File: src/rtl/tlc_pkg.sv
// Shared phase encoding for the traffic-light phase timer and its controller.
package tlc_pkg;

    localparam int unsigned PHASE_W = 3;

    typedef enum logic [PHASE_W-1:0] {
        PH_RED    = 3'b001,
        PH_GREEN  = 3'b010,
        PH_YELLOW = 3'b100
    } phase_e;

    // Light sequence: red -> green -> yellow -> red.
    function automatic phase_e next_phase(input phase_e p);
        phase_e n;
        case (p)
            PH_RED:    n = PH_GREEN;
            PH_GREEN:  n = PH_YELLOW;
            PH_YELLOW: n = PH_RED;
            default:   n = PH_RED;
        endcase
        return n;
    endfunction

endpackage

File: src/rtl/tlc_prescaler.sv
// Clock divider: counts enabled cycles and flags each wrap as a tick event.
module tlc_prescaler #(
    parameter int unsigned PRESCALE = 4
) (
    input  logic clk,
    input  logic rst_n,
    input  logic en_i,
    output logic wrap_c,
    output logic tick_o
);

    localparam int unsigned PS_W = (PRESCALE > 1) ? $clog2(PRESCALE) : 1;
    localparam logic [PS_W-1:0] TERM = PS_W'(PRESCALE - 1);

    logic [PS_W-1:0] cnt_q, cnt_d;
    logic            tick_q;

    // Tick event on terminal count of an enabled cycle.
    assign wrap_c = en_i && (cnt_q == TERM);
    assign tick_o = tick_q;

    // Next count: hold when disabled, wrap to zero on a tick event.
    always_comb begin
        cnt_d = cnt_q;
        if (en_i) begin
            cnt_d = wrap_c ? '0 : cnt_q + PS_W'(1);
        end
    end

    // Counter and registered tick strobe.
    always_ff @(posedge clk or negedge rst_n) begin
        if (!rst_n) begin
            cnt_q  <= '0;
            tick_q <= 1'b0;
        end else begin
            cnt_q  <= cnt_d;
            tick_q <= wrap_c;
        end
    end

endmodule

File: src/rtl/tlc_phase_timer.sv
// Phase timer: per-phase tick countdown, phase sequencing, pedestrian shortening of green.
module tlc_phase_timer
    import tlc_pkg::*;
#(
    parameter int unsigned PRESCALE     = 4,
    parameter int unsigned RED_TICKS    = 3,
    parameter int unsigned GREEN_TICKS  = 5,
    parameter int unsigned YELLOW_TICKS = 2,
    parameter int unsigned PED_CUT      = 2,
    parameter int unsigned CNT_W        = 8
) (
    input  logic             clk,
    input  logic             rst_n,
    input  logic             en,
    input  logic             ped_req,
    output logic [2:0]       phase,
    output logic             tick,
    output logic             adv,
    output logic [CNT_W-1:0] remaining,
    output logic             ped_pending,
    output logic             ped_ack
);

    localparam int unsigned PED_GREEN = (GREEN_TICKS < PED_CUT) ? GREEN_TICKS : PED_CUT;

    localparam logic [CNT_W-1:0] RED_LD       = CNT_W'(RED_TICKS - 1);
    localparam logic [CNT_W-1:0] GREEN_LD     = CNT_W'(GREEN_TICKS - 1);
    localparam logic [CNT_W-1:0] YELLOW_LD    = CNT_W'(YELLOW_TICKS - 1);
    localparam logic [CNT_W-1:0] PED_GREEN_LD = CNT_W'(PED_GREEN - 1);
    localparam logic [CNT_W-1:0] CUT_LD       = CNT_W'(PED_CUT - 1);

    phase_e           phase_q, phase_d;
    logic [CNT_W-1:0] remaining_q, remaining_d;
    logic             adv_q, adv_d;
    logic             ped_pending_q, ped_pending_d;
    logic             ped_ack_q, ped_ack_d;
    logic             wrap_c;
    logic             req_any_c;

    tlc_prescaler #(
        .PRESCALE (PRESCALE)
    ) u_prescaler (
        .clk    (clk),
        .rst_n  (rst_n),
        .en_i   (en),
        .wrap_c (wrap_c),
        .tick_o (tick)
    );

    // A request counts at a phase boundary if latched earlier or present this cycle.
    assign req_any_c = ped_pending_q || ped_req;

    // Next phase, countdown, pedestrian latch and strobes.
    always_comb begin
        phase_d       = phase_q;
        remaining_d   = remaining_q;
        ped_pending_d = ped_pending_q;
        adv_d         = 1'b0;
        ped_ack_d     = 1'b0;

        if (ped_req && (phase_q != PH_RED)) begin
            ped_pending_d = 1'b1;
        end

        // Truncation never coincides with remaining == 0, so it can never advance.
        if ((phase_q == PH_GREEN) && ped_pending_q && (remaining_q > CUT_LD)) begin
            remaining_d = CUT_LD;
        end else if (wrap_c) begin
            if (remaining_q != '0) begin
                remaining_d = remaining_q - CNT_W'(1);
            end else begin
                phase_d = next_phase(phase_q);
                adv_d   = 1'b1;
                case (phase_d)
                    PH_RED: begin
                        remaining_d = RED_LD;
                        if (req_any_c) begin
                            ped_ack_d     = 1'b1;
                            ped_pending_d = 1'b0;
                        end
                    end
                    PH_GREEN:  remaining_d = req_any_c ? PED_GREEN_LD : GREEN_LD;
                    PH_YELLOW: remaining_d = YELLOW_LD;
                    default:   remaining_d = RED_LD;
                endcase
            end
        end
    end

    // State and output registers.
    always_ff @(posedge clk or negedge rst_n) begin
        if (!rst_n) begin
            phase_q       <= PH_RED;
            remaining_q   <= RED_LD;
            adv_q         <= 1'b0;
            ped_pending_q <= 1'b0;
            ped_ack_q     <= 1'b0;
        end else begin
            phase_q       <= phase_d;
            remaining_q   <= remaining_d;
            adv_q         <= adv_d;
            ped_pending_q <= ped_pending_d;
            ped_ack_q     <= ped_ack_d;
        end
    end

    assign phase       = phase_q;
    assign remaining   = remaining_q;
    assign adv         = adv_q;
    assign ped_pending = ped_pending_q;
    assign ped_ack     = ped_ack_q;

endmodule

File: config.mk
export PLATFORM = sky130hd
export DESIGN_NAME = tlc_phase_timer
export DESIGN_NICKNAME = d
export VERILOG_FILES = /design/src/rtl/tlc_pkg.sv /design/src/rtl/tlc_prescaler.sv /design/src/rtl/tlc_phase_timer.sv
export SDC_FILE = /design/constraint.sdc
export NUM_CORES = 1
export LEC_CHECK = 0
export ABC_AREA = 1
export BUFFER_PORTS_ARGS = -buffer_cell sky130_fd_sc_hd__buf_2
export CORE_MARGIN = 1
export CORE_UTILIZATION = 30
export DETAILED_ROUTE_END_ITERATION = 16
export GPL_ROUTABILITY_DRIVEN = 1
export HOLD_SLACK_MARGIN = 0.12
export SYNTH_ARGS = -nofsm -noshare
export SYNTH_HDL_FRONTEND = slang
export SYNTH_HIERARCHICAL = 1
export SYNTH_SLANG_ARGS = --single-unit
File: constraint.sdc
create_clock -name clk -period 1.7 [get_ports clk]
set_input_delay 0.34 -clock clk [delete_from_list [all_inputs] [get_ports clk]]
set_output_delay 0.34 -clock clk [all_outputs]
set_load 0.01 [all_outputs]
==> impl_metrics.ini, run 1 <==
[clock_tree]
cts.sinks = 17
cts_buffers = 3
clk_latency_ps = 260
root_buffer = clkbuf_8
cts_setup_buffers = 0
clk_pin_slew_ps = 70
cts_tree = built
htreeDepth = 1
clock_path_buffers = 2

[synthesis]
synth_top_area_frac = 0.321
synth_seq_area_share = 0.365
synth_top_family_by_area = simple AND/OR/NAND/NOR gates
synth.area.top_cells = dfrtp_1, nand2_1, ha_1
syn_area_per_cell_sq_um = 8.25
synth_compound_area_frac = 0.0534
yosysTopAreaCell = dfrtp_1
netlist_area_sq_mm = 0.00117
post-synth-top-count-cell = nand2_1
synth-seq-cells = 17
yosysWarningCount = 6
synthXorXnorAreaFrac = 0.0224
synthFlopType = dfrtp_1
synthMuxAreaShare = 0
synth_adder_area_share = 0.0855
synth-simple-area-share = 0.381
ys_types = 27
synthCells = 142
synthTopCellsByCount = nand2_1, inv_1, dfrtp_1
synth.net_count = 154
synth_edf_count = 0
synth_async_sr_flop_share = 1.00

[route]
wl_per_cell_um = 10.7
drtIter0Drc = 43
detail_route.first_pass.iterations = 4
drc_errors = 0
totalWireLength_um = 2310
via_per_inst = 4.40
route.vias.total = 950
drtAntennaViolNets = 0

[grt]
track_usage = 0.125
grt_overflow = 0
antenna_found_initial = 0
grt_max_degree = 18
grt_pass1_vias = 887
grt_pass1_wl_um = 3970

[final_layout]
fin_nets = 181
fillers = 402
drive_above_1_share = 0.315
areaGrowthSynthToFinish_pct = 19.0
diodes = 0
stdcell_count = 216

[floorplan]
core-area_sq_mm = 0.00372
dieArea_sq_mm = 0.00416
die_width_um = 64.5
fp-row-count = 22
start_util = 0.315
num_io_pins = 19
die_h_um = 64.5

[setup_path]
crit_type = reg2reg
r2r_cells = 10
cp.required_ps = 1850
start_kind = flip-flop
worstPathArrival_ps = 1720
cp_max_fo = 13
cp-end-kind = flip-flop

[placement]
dp_cells = 211
dp_hpwl_um = 1760
place.port_buffers = 18
gp_congestion = 0.749

[sta]
slew_headroom = 0.724
fmax_mhz = 637
finalCriticalPeriod_ps = 1570
tightest_slew_ps = 414
slew_viol_final = 0
finalHoldViolCount = 0
holdWs_ps = 333
grt_setup_unrepaired = false
setup_viol = 0
tns_ps = 0
timing.final.crit_share = 0.924
clock_skew_ps = 4.05

[status]
status = complete, no violations

[power_and_ir_drop]
power_mw = 2.34
irDropWorstVdd_mv = 0.613
p_leak_nw = 0.779
powerDensity_mw_per_mm2 = 1680

[min_path]
hp-class = in2reg
holdPathStages = 3

[run]
cap_violations = 0
==> power breakdown <==
| part | total (mW) | switching [mW] | leakage, nW | internal (mW) |
|---|---|---|---|---|
| Sequential | 0.694 | 0.144 | 0.214 | 0.549 |
| Clock | 0.315 | 0.148 | 0.0228 | 0.167 |
| Combinational | 1.33 | 0.808 | 0.543 | 0.520 |
==> layout by cell type, fill, tap and decap left out, drive strengths merged <==
master        n
a21oi         1
buf          22
clkbuf        4
clkinv        1
dfrtp        15
dfstp         2
dlygate4sd3   1
ha            8
inv          21
nand2        50
nand3         8
nand3b        1
nand4         7
nor2         15
nor3          1
o21ai         7
o21bai        1
xnor2         1
xor2          2
==> state kept, by name (all words and copies together) (netlist names) <==
register / flops
remaining: 8
phase: 3
u_prescaler/cnt_q: 2
adv: 1
ped_ack: 1
ped_pending: 1
u_prescaler/tick_o: 1
==> layout make-up <==
| type | instances | area [sq um] | share of cell area |
|---|---|---|---|
| Clock buffer | 4 | 45.0 | 0.0323 |
| Inverter | 22 | 87.6 | 0.0628 |
| Multi-Input combinational cell | 102 | 643 | 0.461 |
| Sequential cell | 17 | 428 | 0.307 |
| Tap cell | 48 | 60.1 | 0.0431 |
| Timing Repair Buffer | 23 | 130 | 0.0934 |
==> repair_timing <==
action,4_1_cts,5_1_grt
setup endpoints to repair,0,6
resized for setup,0,2
hold buffers,1,0
hold endpoints to repair,15,0
==> metal layers <==
metal	share of wire	GRT usage	vias to the layer above	wire length, um
li1	-	-	496	-
met1	0.50	0.172	425	1170
met2	0.44	0.188	27	1020
met3	0.046	0.0370	2	107
met4	0.0091	0.0333	0	21
met5	0	0	-	0
==> worst paths after layout <==
kind / end / from / slack, ps
worst max register to register: remaining[5]$_DFFE_PN0P_ / remaining[1]$_DFFE_PN1P_ / 130
min in group asynchronous: remaining[5]$_DFFE_PN0P_ / rst_n / 540
worst min-delay path: u_prescaler/cnt_q[0]$_DFFE_PN0P_ / en / 330
worst min register to register: u_prescaler/cnt_q[1]$_DFFE_PN0P_ / u_prescaler/cnt_q[1]$_DFFE_PN0P_ / 480
max in group asynchronous: phase[0]$_DFFE_PN1P_ / rst_n / 830
worst max-delay path: remaining[5]$_DFFE_PN0P_ / remaining[1]$_DFFE_PN1P_ / 130
==> through the flow <==
step                       util  cell area, sq um  worst slack [ps]
after CTS                 0.373              1390              95.2
final                     0.375              1390               129
after global placement    0.358              1330               140
after detailed placement  0.358              1330              99.9
after floorplan               -              1170              40.0
after global routing      0.375              1390              14.8
==> cells by family (layout without fill, tap and decap cells) <==
| family | after synthesis | after routing |
|---|---|---|
| AO/OA/AOI/OAI | 9 | 9 |
| XOR/XNOR | 3 | 3 |
| adder cells (fa/ha/maj) | 8 | 8 |
| buffers and inverters | 23 | 49 |
| flip-flops | 17 | 17 |
| AND/OR/NAND/NOR | 82 | 82 |
==> worst max-delay path, cell delays in order (launching register included) <==
cell and delay [ps]:
dfstp_2 560, inv_1 80, ha_1 210, nor2_2 120, nor2_2 60, nand2_4 80
nand2_8 90, nand2_2 90, inv_2 70, nand2_1 60, nand2_1 50
(Power assumes the default switching activity.)
==> run 2, diff against run 1 <==
--- a/config.mk
+++ b/config.mk
@@ -5,7 +5,6 @@
 export SDC_FILE = /design/constraint.sdc
 export NUM_CORES = 1
 export LEC_CHECK = 0
-export ABC_AREA = 1
 export BUFFER_PORTS_ARGS = -buffer_cell sky130_fd_sc_hd__buf_2
 export CORE_MARGIN = 1
 export CORE_UTILIZATION = 30
==> run 2 against run 1 <==
Effect of this change:
- the flow now finishes with violations (setup timing)
- combinational power rose by 17%
- flip-flop and latch count unchanged
- global-route usage up 3.6 points
- power increased by 6.9%
- synthesized area is 12% lower
- largest power group unchanged
- utilization up 8.7 points
- largest cell class unchanged
- critical path type unchanged
- critical endpoint is now remaining[2]$_DFFE_PN0P_
- clock skew up 2.1 ps
- wire length grew 13%
- via count is 4.6% lower
==> impl_metrics.ini, run 2 <==
[grt]
grt_pass1_vias = 939
antenna_found_initial = 0
track_usage = 0.160
grt_pass1_wl_um = 4220
grt_max_degree = 18
grt_overflow = 0

[floorplan]
start_util = 0.325
dieArea_sq_mm = 0.00365
num_io_pins = 19
core-area_sq_mm = 0.00315
die_width_um = 60.4
die_h_um = 60.4
fp-row-count = 20

[synthesis]
synthFlopType = dfrtp_1
synth_async_sr_flop_share = 1.00
synth_seq_area_share = 0.418
synth_edf_count = 0
yosysTopAreaCell = dfrtp_1
yosysWarningCount = 6
synthTopCellsByCount = dfrtp_1, nor2_1, a21oi_1, ha_1, inv_1
syn_area_per_cell_sq_um = 10.8
synth_top_area_frac = 0.366
ys_types = 39
synth-seq-cells = 17
netlist_area_sq_mm = 0.00102
synth.net_count = 107
synthCells = 95
synth.area.top_cells = dfrtp_1, ha_1, dfstp_2
post-synth-top-count-cell = dfrtp_1

[sta]
slew_headroom = 0.723
fmax_mhz = 556
finalWorstSetupSlack_ps = -98.3
clock_skew_ps = 6.12
setup_viol = 4
finalHoldViolCount = 0
grt_setup_unrepaired = true
tightest_slew_ps = 416
finalCriticalPeriod_ps = 1800
tns_ps = -199
slew_viol_final = 0
timing.final.crit_share = 1.06
holdWs_ps = 326

[route]
wl_met1_um = 1160
routed.top_layer = met4
via_per_inst = 4.90
drtAntennaViolNets = 0
totalWireLength_um = 2610
detail_route.first_pass.iterations = 4
routed-wl-met3_um = 106
route.vias.total = 906
wl_per_cell_um = 14.1
drtIter0Drc = 26
met2_length_um = 1290
drc_errors = 0

[final_layout]
drive_above_1_share = 0.532
final_design_area_no_fill_sq_mm = 0.00146
ff_latch_area_sq_um = 429
multi_input_comb_area_sq_um = 629
diodes = 0
layout_common_cells = buf_4, buf_2, dfrtp_1
final_common_cell = buf_4
largest_reg_flops = 8
areaGrowthSynthToFinish_pct = 42.2
fin_nets = 154
fillers = 311

[clock_tree]
htreeDepth = 1
cts.sinks = 17
cts_buffers = 3
clk_latency_ps = 300
root_buffer = clkbuf_4
clk_pin_slew_ps = 100
cts_tree = built
clock_path_buffers = 2

[setup_path]
crit_type = reg2reg
critPathMaxStageDelay_ps = 550
cp-end-kind = flip-flop
cp.required_ps = 1920
worst-path-buf-inv = 1
cp_max_fo = 4
path_delay_family = flip-flops
start_kind = flip-flop
worstPathArrival_ps = 2020
crit_chain = or3b_4 -> inv_2 -> ha_4 -> a31oi_2 -> mux2_4 -> a311oi_2
crit_slowest_cell = dfstp_2

[placement]
place.port_buffers = 18
dp_hpwl_um = 1870
place_area_sq_mm = 0.00135
gp_congestion = 0.814

[status]
status = finished with violations
violations = setup timing

[power_and_ir_drop]
irDropWorstVdd_mv = 0.694
power_mw = 2.50
powerDensity_mw_per_mm2 = 1710
p_leak_nw = 0.673

[min_path]
hp-class = in2reg

[run]
cap_violations = 0
run 2: path summary, 6_finish.rpt:
kind / startpoint / end / slack [ps] / cells past startpoint
hold reg to reg: u_prescaler/cnt_q[1]$_DFFE_PN0P_ / u_prescaler/cnt_q[1]$_DFFE_PN0P_ / 530 / 1
setup reg to reg: phase[0]$_DFFE_PN1P_ / remaining[2]$_DFFE_PN0P_ / -100 / 6
min in group asynchronous: rst_n / remaining[6]$_DFFE_PN0P_ / 490 / 2
setup / recovery: phase[0]$_DFFE_PN1P_ / remaining[2]$_DFFE_PN0P_ / -100 / 6
hold / removal: en / u_prescaler/cnt_q[1]$_DFFE_PN0P_ / 330 / 2
max in group asynchronous: rst_n / remaining[1]$_DFFE_PN1P_ / 870 / 2
run 2: repair_timing:
| item | in CTS | in global routing |
|---|---|---|
| endpoints found under the hold margin | 15 | 0 |
| setup buffers | 3 | 0 |
| gates resized for setup | 7 | 4 |
| hold buffers | 1 | 0 |
| pin swaps | 5 | 4 |
| setup endpoints to repair | 6 | 11 |
run 2: routing by layer:
layer,track usage,vias to the layer above
met2,0.275,24
li1,-,434
met4,0.0617,0
met5,0,-
met1,0.189,442
met3,0.0469,6
run 2: cell families after synthesis:
family	Yosys count	share of synthesized area
AO/OA/AOI/OAI	21	0.154
adder cells (fa/ha/maj)	8	0.0977
buffers and inverters	9	0.0342
flip-flops	17	0.418
multiplexers	7	0.0818
AND/OR/NAND/NOR	33	0.215
run 2: layout make-up:
cell class | count | area share
sequential | 17 | 0.294
tap | 44 | 0.0378
timing repair buffer | 44 | 0.200
multi-input combinational | 69 | 0.432
clock buffer | 4 | 0.0180
inverter | 7 | 0.0180
run 2: power by group:
group	internal [mW]	switching, mW	total (mW)
combinational	0.778	0.777	1.55
clock	0.0915	0.135	0.227
sequential	0.576	0.140	0.716
total	1.44	1.05	2.50
run 2: through the flow:
stage                     cells  setup WS, ps  utilization
after floorplan              95          -103            -
after global placement      177         -27.4        0.427
after detailed placement    177         -91.9        0.427
after CTS                   185         -75.3        0.456
after global routing        185          -145        0.462
final                       185         -98.3        0.462
==> run 3, diff against run 2 <==
--- a/config.mk
+++ b/config.mk
@@ -11,7 +11,7 @@
 export DETAILED_ROUTE_END_ITERATION = 16
 export GPL_ROUTABILITY_DRIVEN = 1
 export HOLD_SLACK_MARGIN = 0.12
+export SKIP_LAST_GASP = 1
 export SYNTH_ARGS = -nofsm -noshare
 export SYNTH_HDL_FRONTEND = slang
-export SYNTH_HIERARCHICAL = 1
 export SYNTH_SLANG_ARGS = --single-unit
==> run 3 against run 2 <==
Effect of this change:
- the flow still finishes with violations (setup timing)
- largest power group unchanged
- non-clock buffer count is 8 higher
- critical endpoint is now phase[1]$_DFFE_PN0P_
- setup slack worse by 260 ps
- clock power is 3% lower
==> impl_metrics.ini, run 3 <==
[grt]
grt_overflow = 0
antenna_found_initial = 0
grt_pass1_wl_um = 4080
track_usage = 0.158
grt_pass1_vias = 882
grt_max_degree = 18

[setup_path]
r2r_cells = 6
cp.required_ps = 1890
cp_max_fo = 4
worstReg2RegEnd = phase[1]$_DFFE_PN0P_
cp-end-kind = flip-flop
critPathLaunch = remaining[0]$_DFFE_PN0P_
crit_slowest_cell = or4b_4
critPathMaxStageDelay_ps = 460
r2r_setup_slack_ps = -360
worst-path-buf-inv = 1
crit_type = reg2reg
crit_chain = inv_2 -> ha_4 -> or4b_4 -> or2_4 -> a211oi_4 -> mux2_4
path_delay_family = simple AND/OR/NAND/NOR gates
start_kind = flip-flop
worstPathArrival_ps = 2250
rr_startpoint = remaining[0]$_DFFE_PN0P_

[power_and_ir_drop]
p_clk_frac = 0.095
combPwrFrac = 0.627
irDropWorstVdd_mv = 0.636
switching_share = 0.396
internal-power_mw = 1.41
p_leak_nw = 0.713
p_sw_uw = 922
power_mw = 2.33
powerDensity_mw_per_mm2 = 1530
p_seq_frac = 0.278

[route]
totalWireLength_um = 2410
drc_errors = 0
route.vias.total = 908
via_per_inst = 4.66
drtIter0Drc = 13
wl_per_cell_um = 12.3
detail_route.first_pass.iterations = 4
drtAntennaViolNets = 0

[sta]
timing.final.crit_share = 1.21
finalWorstSetupSlack_ps = -361
fmax_mhz = 485
finalHoldViolCount = 0
slew_viol_final = 0
setup_viol = 14
tightest_slew_ps = 368
tns_ps = -2640
finalCriticalPeriod_ps = 2060
grt_setup_unrepaired = true
clock_skew_ps = 2.74
slew_headroom = 0.753
holdWs_ps = 340

[synthesis]
post-synth-top-count-cell = dfrtp_1
synthCells = 96
syn_area_per_cell_sq_um = 10.1
synth_edf_count = 0
yosysTopAreaCell = dfrtp_1
synthFlopType = dfrtp_1
synth_async_sr_flop_share = 1.00
netlist_area_sq_um = 966
synthTopCellsByCount = dfrtp_1, nor2_1, inv_1
synth-seq-cells = 17
synth_seq_area_share = 0.443
synth.area.top_cells = dfrtp_1, ha_1, mux2_2
ys_types = 29
synth_top_area_frac = 0.389
yosysWarningCount = 0
synth.net_count = 108

[floorplan]
die_h_um = 58.7
fp-row-count = 20
dieArea_sq_mm = 0.00345
core-area_sq_mm = 0.00305
num_io_pins = 19
die_width_um = 58.7
start_util = 0.316

[min_path]
hp-class = in2reg
holdPathStages = 3
min_to = ped_pending$_DFF_PN0_
worstHoldStart = ped_req

[final_layout]
layout_common_cells = buf_4, buf_2, dfrtp_1
drive_above_1_share = 0.556
final_common_cell = buf_4
areaGrowthSynthToFinish_pct = 57.3
largest_reg_flops = 8
fillers = 299
stdcell_count = 195
fin_util = 0.498
fin_nets = 164
diodes = 0

[clock_tree]
cts.sinks = 17
root_buffer = clkbuf_4
cts_tree = built
clock_path_buffers = 2
clk_latency_ps = 290
htreeDepth = 1
cts_buffers = 3
clk_pin_slew_ps = 100

[run]
cap_violations = 0

[placement]
dp_cells = 183
place.port_buffers = 18
dp_hpwl_um = 1770
gp_congestion = 0.807

[status]
violations = setup timing
status = finished with violations
[run 3: cell type report]
| class | count | area (sq um) | share of cell area |
|---|---|---|---|
| inverters | 9 | 33.8 | 0.0222 |
| clock inverters | 1 | 5.00 | 0.00329 |
| repair buffers | 52 | 363 | 0.239 |
| clock buffers | 3 | 22.5 | 0.0148 |
| multi-input cells | 69 | 611 | 0.402 |
| well taps | 44 | 55.1 | 0.0362 |
| flip-flops and latches | 17 | 429 | 0.283 |
[run 3: metrics by stage]
step	area [sq um]	setup WS, ps
final	1520	-361
after global routing	1520	-410
after CTS	1450	-367
after detailed placement	1340	-347
after global placement	1340	-321
after floorplan	1010	-405
[run 3: repair_timing]
| action | 4_1_cts | 5_1_grt |
|---|---|---|
| pin swaps | 8 | 5 |
| endpoints found under the setup margin | 11 | 14 |
| hold endpoints to repair | 15 | 0 |
| setup buffers | 4 | 8 |
| gates resized for setup | 9 | 14 |
| hold buffers | 1 | 0 |
[run 3: worst max path at each step]
| stage | endpoint | slack [ps] | cells after the start |
|---|---|---|---|
| 5_1_grt | phase[1]$_DFFE_PN0P_ | -410 | 6 |
| 4_1_cts | phase[1]$_DFFE_PN0P_ | -370 | 6 |
| 3_5_place_dp | phase[1]$_DFFE_PN0P_ | -350 | 6 |
| 6_report | phase[1]$_DFFE_PN0P_ | -360 | 6 |
| 3_3_place_gp | phase[2]$_DFFE_PN0P_ | -320 | 6 |
| 2_1_floorplan | phase[2]$_DFFE_PN0P_ | -410 | 6 |
[run 3: logic make-up (layout without fill, tap and decap cells)]
group	after synthesis	after routing	share of synthesized area
adders and majority gates	8	8	0.104
AOI/OAI and AO/OA	15	15	0.109
muxes	8	8	0.0894
DFF	17	17	0.443
buffers and inverters	10	65	0.0389
and+or+nand+nor	38	38	0.216
[run 3: power by group through the flow]
stage                     Clock (mW)  Sequential [mW]  Combinational [mW]
after global placement             0            0.647                1.20
after detailed placement           0            0.655                1.23
after global routing           0.250            0.664                1.61
after CTS                      0.228            0.646                1.36
final                          0.221            0.646                1.46
after floorplan                    0            0.747               0.547
[run 3: metal layers]
layer,share of wire,global-route usage,wire length [um]
met5,0,0,0
met4,0.0079,0.0306,19
met1,0.45,0.203,1090
met2,0.49,0.271,1190
met3,0.043,0.0396,103
[run 3: worst register-to-register path, stage by stage, from the launching register on]
cell and delay, ps:
dfrtp_2 420, inv_2 80, ha_4 130, or4b_4 460
or2_4 260, a211oi_4 290, mux2_4 330
